===== config.mk =====
export PLATFORM = sky130hd
export DESIGN_NAME = tap_sequencer
export DESIGN_NICKNAME = d
export VERILOG_FILES = /design/src/rtl/tap_sequencer.sv
export SDC_FILE = /design/constraint.sdc
export NUM_CORES = 1
export LEC_CHECK = 0
export BUFFER_PORTS_ARGS = -buffer_cell sky130_fd_sc_hd__buf_2
export CORE_MARGIN = 1
export CORE_UTILIZATION = 46
export CTS_CLUSTER_SIZE = 25
export DETAILED_ROUTE_END_ITERATION = 16
export GPL_ROUTABILITY_DRIVEN = 0
export PLACE_DENSITY = 0.94
export SLEW_MARGIN = 20
export SYNTH_ARGS = -nofsm -noshare
export SYNTH_HDL_FRONTEND = slang
export SYNTH_SLANG_ARGS = --single-unit

===== constraint.sdc =====
create_clock -name clk_i -period 5.4 [get_ports clk_i]
set_clock_uncertainty 0.1 [all_clocks]
set_input_delay 0.27 -clock clk_i [delete_from_list [all_inputs] [get_ports clk_i]]
set_output_delay 0.27 -clock clk_i [all_outputs]
set_load 0.02 [all_outputs]

===== src/rtl/tap_sequencer.sv =====
// tap_sequencer -- steps a coefficient table into a serial MAC, one tap per
// cycle, then waits for the MAC result and captures it.
//
// Frame: IDLE --sample_valid_i--> CLEAR (mac_rst_o) --> RUN (NTAPS cycles,
// clk_en_o, tapnum_o 0..NTAPS-1, tap_o = coef[tapnum_o]) --> WAIT until
// done_i (capture result_i into filt_o, filt_valid_o next cycle) or until
// 32 WAIT cycles pass (timeout_o pulse, filt_o kept).
//
// Ports
//   clk_i, rst_i             clock, synchronous active-high reset
//   sample_valid_i           start a frame (overrun_o pulse if busy)
//   coef_we_i/addr_i/data_i  coefficient write port (IDLE only)
//   tap_o, tapnum_o          coefficient and its index for the MAC
//   clk_en_o, mac_rst_o      MAC clock enable / MAC clear
//   result_i, done_i         MAC result and completion flag
//   filt_o, filt_valid_o     captured result and its strobe
//   busy_o                   any state other than IDLE
//   overrun_o, timeout_o     dropped-sample / missing-done pulses
//
// Build option: define TAPSEQ_COEF_LOAD_EN to make the coefficient table
// writable. Without it every coefficient is fixed at 1 (boxcar) and the
// coef_* inputs are ignored.
module tap_sequencer #(
  parameter int NTAPS  = 10,
  parameter int COEF_W = 16
) (
  input  logic              clk_i,
  input  logic              rst_i,
  input  logic              sample_valid_i,
  input  logic              coef_we_i,
  input  logic [3:0]        coef_addr_i,
  input  logic [COEF_W-1:0] coef_data_i,
  output logic [COEF_W-1:0] tap_o,
  output logic [7:0]        tapnum_o,
  output logic              clk_en_o,
  output logic              mac_rst_o,
  input  logic [32:0]       result_i,
  input  logic              done_i,
  output logic [32:0]       filt_o,
  output logic              filt_valid_o,
  output logic              busy_o,
  output logic              overrun_o,
  output logic              timeout_o
);

  typedef enum logic [1:0] {IDLE, CLEAR, RUN, WAIT} state_t;

  state_t            state_q, state_d;
  logic [7:0]        tapnum_q;
  logic [4:0]        tmo_q;
  logic [COEF_W-1:0] coef [NTAPS];
  logic              last_tap;
  logic              capture;
  logic              expire;

  assign last_tap = (tapnum_q == 8'(NTAPS - 1));

  always_ff @(posedge clk_i) begin
    if (rst_i) state_q <= IDLE;
    else       state_q <= state_d;
  end

  always_comb begin
    state_d = state_q;
    capture = 1'b0;
    expire  = 1'b0;
    case (state_q)
      IDLE:  if (sample_valid_i) state_d = CLEAR;
      CLEAR: state_d = RUN;
      RUN:   if (last_tap) state_d = WAIT;
      WAIT: begin
        // done_i on the last allowed WAIT cycle still wins over the timeout
        if (done_i) begin
          capture = 1'b1;
          state_d = IDLE;
        end else if (tmo_q == 5'd31) begin
          expire  = 1'b1;
          state_d = IDLE;
        end
      end
      default: state_d = IDLE;
    endcase
  end

  always_ff @(posedge clk_i) begin
    if (rst_i) begin
      tapnum_q     <= '0;
      tmo_q        <= '0;
      filt_o       <= '0;
      filt_valid_o <= 1'b0;
      overrun_o    <= 1'b0;
      timeout_o    <= 1'b0;
    end else begin
      // tap index only advances in RUN and is parked at 0 everywhere else
      tapnum_q     <= (state_q == RUN && !last_tap) ? tapnum_q + 8'd1 : 8'd0;
      // counter sits at 0 outside WAIT, so it is cleared on WAIT entry
      tmo_q        <= (state_q == WAIT) ? tmo_q + 5'd1 : 5'd0;
      filt_valid_o <= capture;
      timeout_o    <= expire;
      // busy includes the WAIT cycle that returns to IDLE
      overrun_o    <= sample_valid_i && (state_q != IDLE);
      if (capture) filt_o <= result_i;
    end
  end

`ifdef TAPSEQ_COEF_LOAD_EN
  always_ff @(posedge clk_i) begin
    if (rst_i) begin
      for (int i = 0; i < NTAPS; i++) coef[i] <= COEF_W'(1);
    end else if (coef_we_i && state_q == IDLE) begin
      // addresses >= NTAPS match no entry and are dropped
      for (int i = 0; i < NTAPS; i++)
        if (coef_addr_i == 4'(i)) coef[i] <= coef_data_i;
    end
  end
`else
  assign coef = '{default: COEF_W'(1)};

  logic unused_coef_port;
  assign unused_coef_port = ^{coef_we_i, coef_addr_i, coef_data_i};
`endif

  always_comb begin
    tap_o = coef[0];
    for (int i = 1; i < NTAPS; i++)
      if (tapnum_q == 8'(i)) tap_o = coef[i];
  end

  assign tapnum_o  = tapnum_q;
  assign busy_o    = (state_q != IDLE);
  assign mac_rst_o = (state_q == CLEAR);
  assign clk_en_o  = (state_q == RUN);

endmodule


; ---- Yosys cells after proc, flatten, opt, wreduce, memory -nomap -nowiden
; Index checks and enable logic that the tools add are counted.
[classes]
mux = 8
reduce_logical = 9
eq_ne = 8
bitwise = 2
add_sub_neg = 2
[ops]
columns = op, n
row1 = $add A8 B1 Y8 const B, 1
row2 = $eq A8 B4 Y1 const B, 1
row3 = $mux W2, 4
row4 = $pmux W2 S4, 1
row5 = $add A5 B1 Y5 const B, 1
row6 = $eq A5 B5 Y1 const B, 1
row7 = $eq A2 B2 Y1 const B, 2
row8 = $reduce_or A2 Y1, 2
row9 = $mux W1, 3
row10 = $ne A3 B3 Y1 const B, 1
row11 = $reduce_and A3 Y1, 1
row12 = $reduce_or A3 Y1, 1
row13 = $eq A2 B1 Y1 const B, 1
row14 = $logic_and A1 B1 Y1, 2
row15 = $logic_not A2 Y1, 1
row16 = $ne A2 B1 Y1 const B, 1
row17 = $ne A2 B2 Y1 const B, 1
row18 = $not A1 Y1, 2
row19 = $reduce_bool A2 Y1, 1
row20 = $logic_not A1 Y1, 1
[totals]
output_inout_bits = 63
reg_bits = 51

; ---- Longest topological paths before layout
[logic_depth]
word_depth = 5
ltp_mapped = 7
depth_no_buf = 7

; ---- Worst setup path after synthesis
; OpenSTA, ideal clock, no wires.
[synth_path]
path_kind = reg-to-reg
startpoint = register tapnum_q[0] (netlist: tapnum_o[0])
endpoint = register tapnum_q[0] (netlist: tapnum_o[0])
required_time_ns = 5.172
setup_time_ns = 0.128
path_slack_ns = 3.477
path_stages_with_launch = 7
t_arrival_ns = 1.695
path_cell_list = dfxtp_1 ha_1 or4b_4 o41ai_4 or2_2 buf_6 nor2_1
[synth_via]
elab_chain_cells = 5
word_cells_on_any_way = 6
classes_between = 1 x add/sub / 1 x eq/ne / 1 x bitwise / 3 x reduce/logical
[synth_lines]
columns = item, line_no
row1 = start: declaration, 49  ; logic [7:0] tapnum_q;
row2 = start signal: assignment, 95  ; tapnum_q <= (state_q == RUN && !last_tap) ? tapnum_q + 8'd1 : 8'd0;
row3 = branches (longest 5 deep; another with $add A8 B1 Y8), -
; Parallel ways; which one is timed is not known.
; A chain may end at the register's enable or synchronous reset.

; ---- Worst setup path after layout
[layout_path]
startpoint = register tapnum_q[0] (netlist: tapnum_o[0])
endpoint = register tapnum_q[3] (netlist: tapnum_o[3])
; Same word-level chain as after synthesis.

==> run metrics <==
slack of the worst reg-to-reg path=3510 ps; Critical Path Sink=tapnum_o[3]; setup violation total in the final timing report=0; actual slew at the worst max-slew pin=691 ps; Clock Pin Slew Worst Setup and Hold Paths=80 ps; post-CTS setup-driven buffer insertion count=0; WL met3=261 µm; cell area after layout=2540 µm²; most numerous cell in the Yosys netlist=nand2_1; first-pass GRT wire length=6060 µm; fraction of synthesized cell area taken by the top area cell type=0.495; Main synth FF type=dfxtp_1; count of pins over their slew limit=0; number of cells produced by synthesis=242; number of cells on the worst reg-to-reg path=5; startpoint class of the critical path=flip-flop; first-pass iteration count of the detailed router=4; cell row count=23; placed cell count=362; DP Area=2440 µm²; hold violation count in the final report=0; Max H-tree Level=2; via count of the first global-routing pass=1,477; fin cells=369; run status=finished clean; async set or reset register ratio after synthesis=0; areal power density over the cells=344 nW/µm²; # port buffers=83; CTS tree=done; library cells used by synthesis=27; average routed wire per standard cell=11.0 µm; clock latency at the later pin of the worst-skew pair=290 ps; Warnings, synthesis=0; number of buffers inserted by hold repair at cts=0; type of element capturing the critical path=flip-flop; class of the tightest hold or removal check=input pin to flip-flop; antenna viol nets, final=0; crit-path max FO=8; maximum number of pins on one net before global-route repair=40; count of flip-flops with a built-in enable after synthesis=0; fraction of the cycle the final worst path needs=0.349; area of the core region=4140 µm²; Top-Level Pins=121; number of gates resized after CTS=0; Num CTS Buffers=5; portion of the post-synthesis area used by sequential elements=0.495; largest buffer count on any clock path=2; cell at the root of the clock tree=clkbuf_8; effective utilization at floorplan=0.498; endpoint of the worst-slack reg-to-reg timing path=tapnum_o[3]; grt total ovfl=0; dominant cells by area after synthesis=dfxtp_1 49%, nand2_1 13%, a21oi_1 8.5%; launch point of the critical path=tapnum_o[0]; Initial DRC Count=92; cell type with the largest total area after synthesis=dfxtp_1; height of the chip=69.0 µm; nets@finish=386; die area=4760 µm²; routed vias/inst=4.70; Routed met1 length=1750 µm; total DRC errors in the routed layout=0; top sig layer=met4; synthesized area per cell=8.53 µm²; Synth Cell Area=2060 µm²; arrival time at the worst endpoint=1970 ps; final wirelength=4070 µm; antenna fix cells=0; Tot Pwr=875 µW; maximum ir drop on the vdd rail=0.000178 V; most frequent cells after synthesis=69 x nand2_1, 51 x dfxtp_1, 35 x a21oi_1; layout cell share with drive strength beyond 1=0.301; headroom to the max-slew limit=0.539; Area growth, synth to finish=23.2%; Final TNS setup=0 ps; Die Span X=69.0 µm; total global-route track usage=0.171; fill cell total of the finished layout=373; FMAX=530 MHz; max-capacitance violation count=0; RSZ-0062 raised after global routing=no; time the worst path needs with I/O delays and setup=1890 ps; reported leakage power=1.16 nW; crit path kind=flip-flop to flip-flop; HPWL after detailed placement=2960 µm; data required time at the worst endpoint=5480 ps; vias after detailed routing=1,733; Synth Register Bits=51; total length of routed met2 wires=2040 µm; count of clock tree sinks=51; Critical R2R Launch=tapnum_o[0]; number of antenna violations at the first check in global routing=0
flip-flops by register name, summed over array words and instances, names as in the netlist:
register	cells
tapnum_o	8
filt_valid_o	1
overrun_o	1
filt_o	33
timeout_o	1
state_q	2
tmo_q	5
report_power, final:
| group | switching [mW] | internal (mW) | total, mW | leakage [nW] |
|---|---|---|---|---|
| logic | 0.132 | 0.0762 | 0.209 | 0.700 |
| registers | 0.0155 | 0.400 | 0.416 | 0.412 |
| clock network | 0.115 | 0.136 | 0.251 | 0.0513 |
critical path, stage by stage, from the launching register on:
cell	delay, ps
dfxtp_1	410
ha_1	170
or4b_4	480
o41ai_4	280
or2_2	270
nor2_1	70
kinds of logic after synthesis:
| logic type | Yosys count | share of synthesized area |
|---|---|---|
| adder cells (fa/ha/maj) | 9 | 0.0546 |
| AO/OA/AOI/OAI | 39 | 0.113 |
| buffers and inverters | 33 | 0.0928 |
| AND/OR/NAND/NOR | 100 | 0.207 |
| flip-flops | 51 | 0.495 |
| XOR/XNOR | 8 | 0.0340 |
| other | 2 | 0.00364 |
cells in the final DEF (no fill, tap or decap), types with 2 or more instances in the layout:
cell,n
xor2_1,3
nand3_1,4
conb_1,16
a21oi_1,35
clkbuf_8,5
xnor2_1,5
nand2_1,68
nor2b_1,2
dfxtp_1,51
buf_2,83
nor3b_1,2
and2_1,4
inv_1,5
ha_1,9
nor2_1,13
worst min path at each step:
stage	from	end	slack [ps]	depth (start not counted)
after detailed placement	filt_o[21]	filt_o[21]	340	2
after global routing	result_i[10]	filt_o[10]	90	3
after floorplan	done_i	timeout_o	250	1
after global placement	tmo_q[0]	tmo_q[0]	330	1
after CTS	done_i	timeout_o	90	2
final	done_i	timeout_o	110	2
area by class of cell:
type | count | area, µm² | area share
Tap cell | 50 | 62.6 | 0.0246
Clock buffer | 6 | 72.6 | 0.0286
Inverter | 5 | 18.8 | 0.00739
Clock inverter | 1 | 30.0 | 0.0118
Sequential cell | 51 | 1020 | 0.402
Multi-Input combinational cell | 172 | 906 | 0.356
Timing Repair Buffer | 84 | 430 | 0.169
routing by layer:
metal,track usage,up-vias
met5,0,-
met4,0.0459,0
met3,0.0625,2
met2,0.301,59
met1,0.192,781
li1,-,891
through the flow:
step	hold WS [ps]	util	worst slack (ps)
after floorplan	246	-	3480
after global placement	333	0.584	3390
after detailed placement	343	0.588	3490
after CTS	85.6	0.613	3460
after global routing	90.5	0.613	3420
final	105	0.613	3510
No activity file was read; power rests on OpenSTA's default activity.
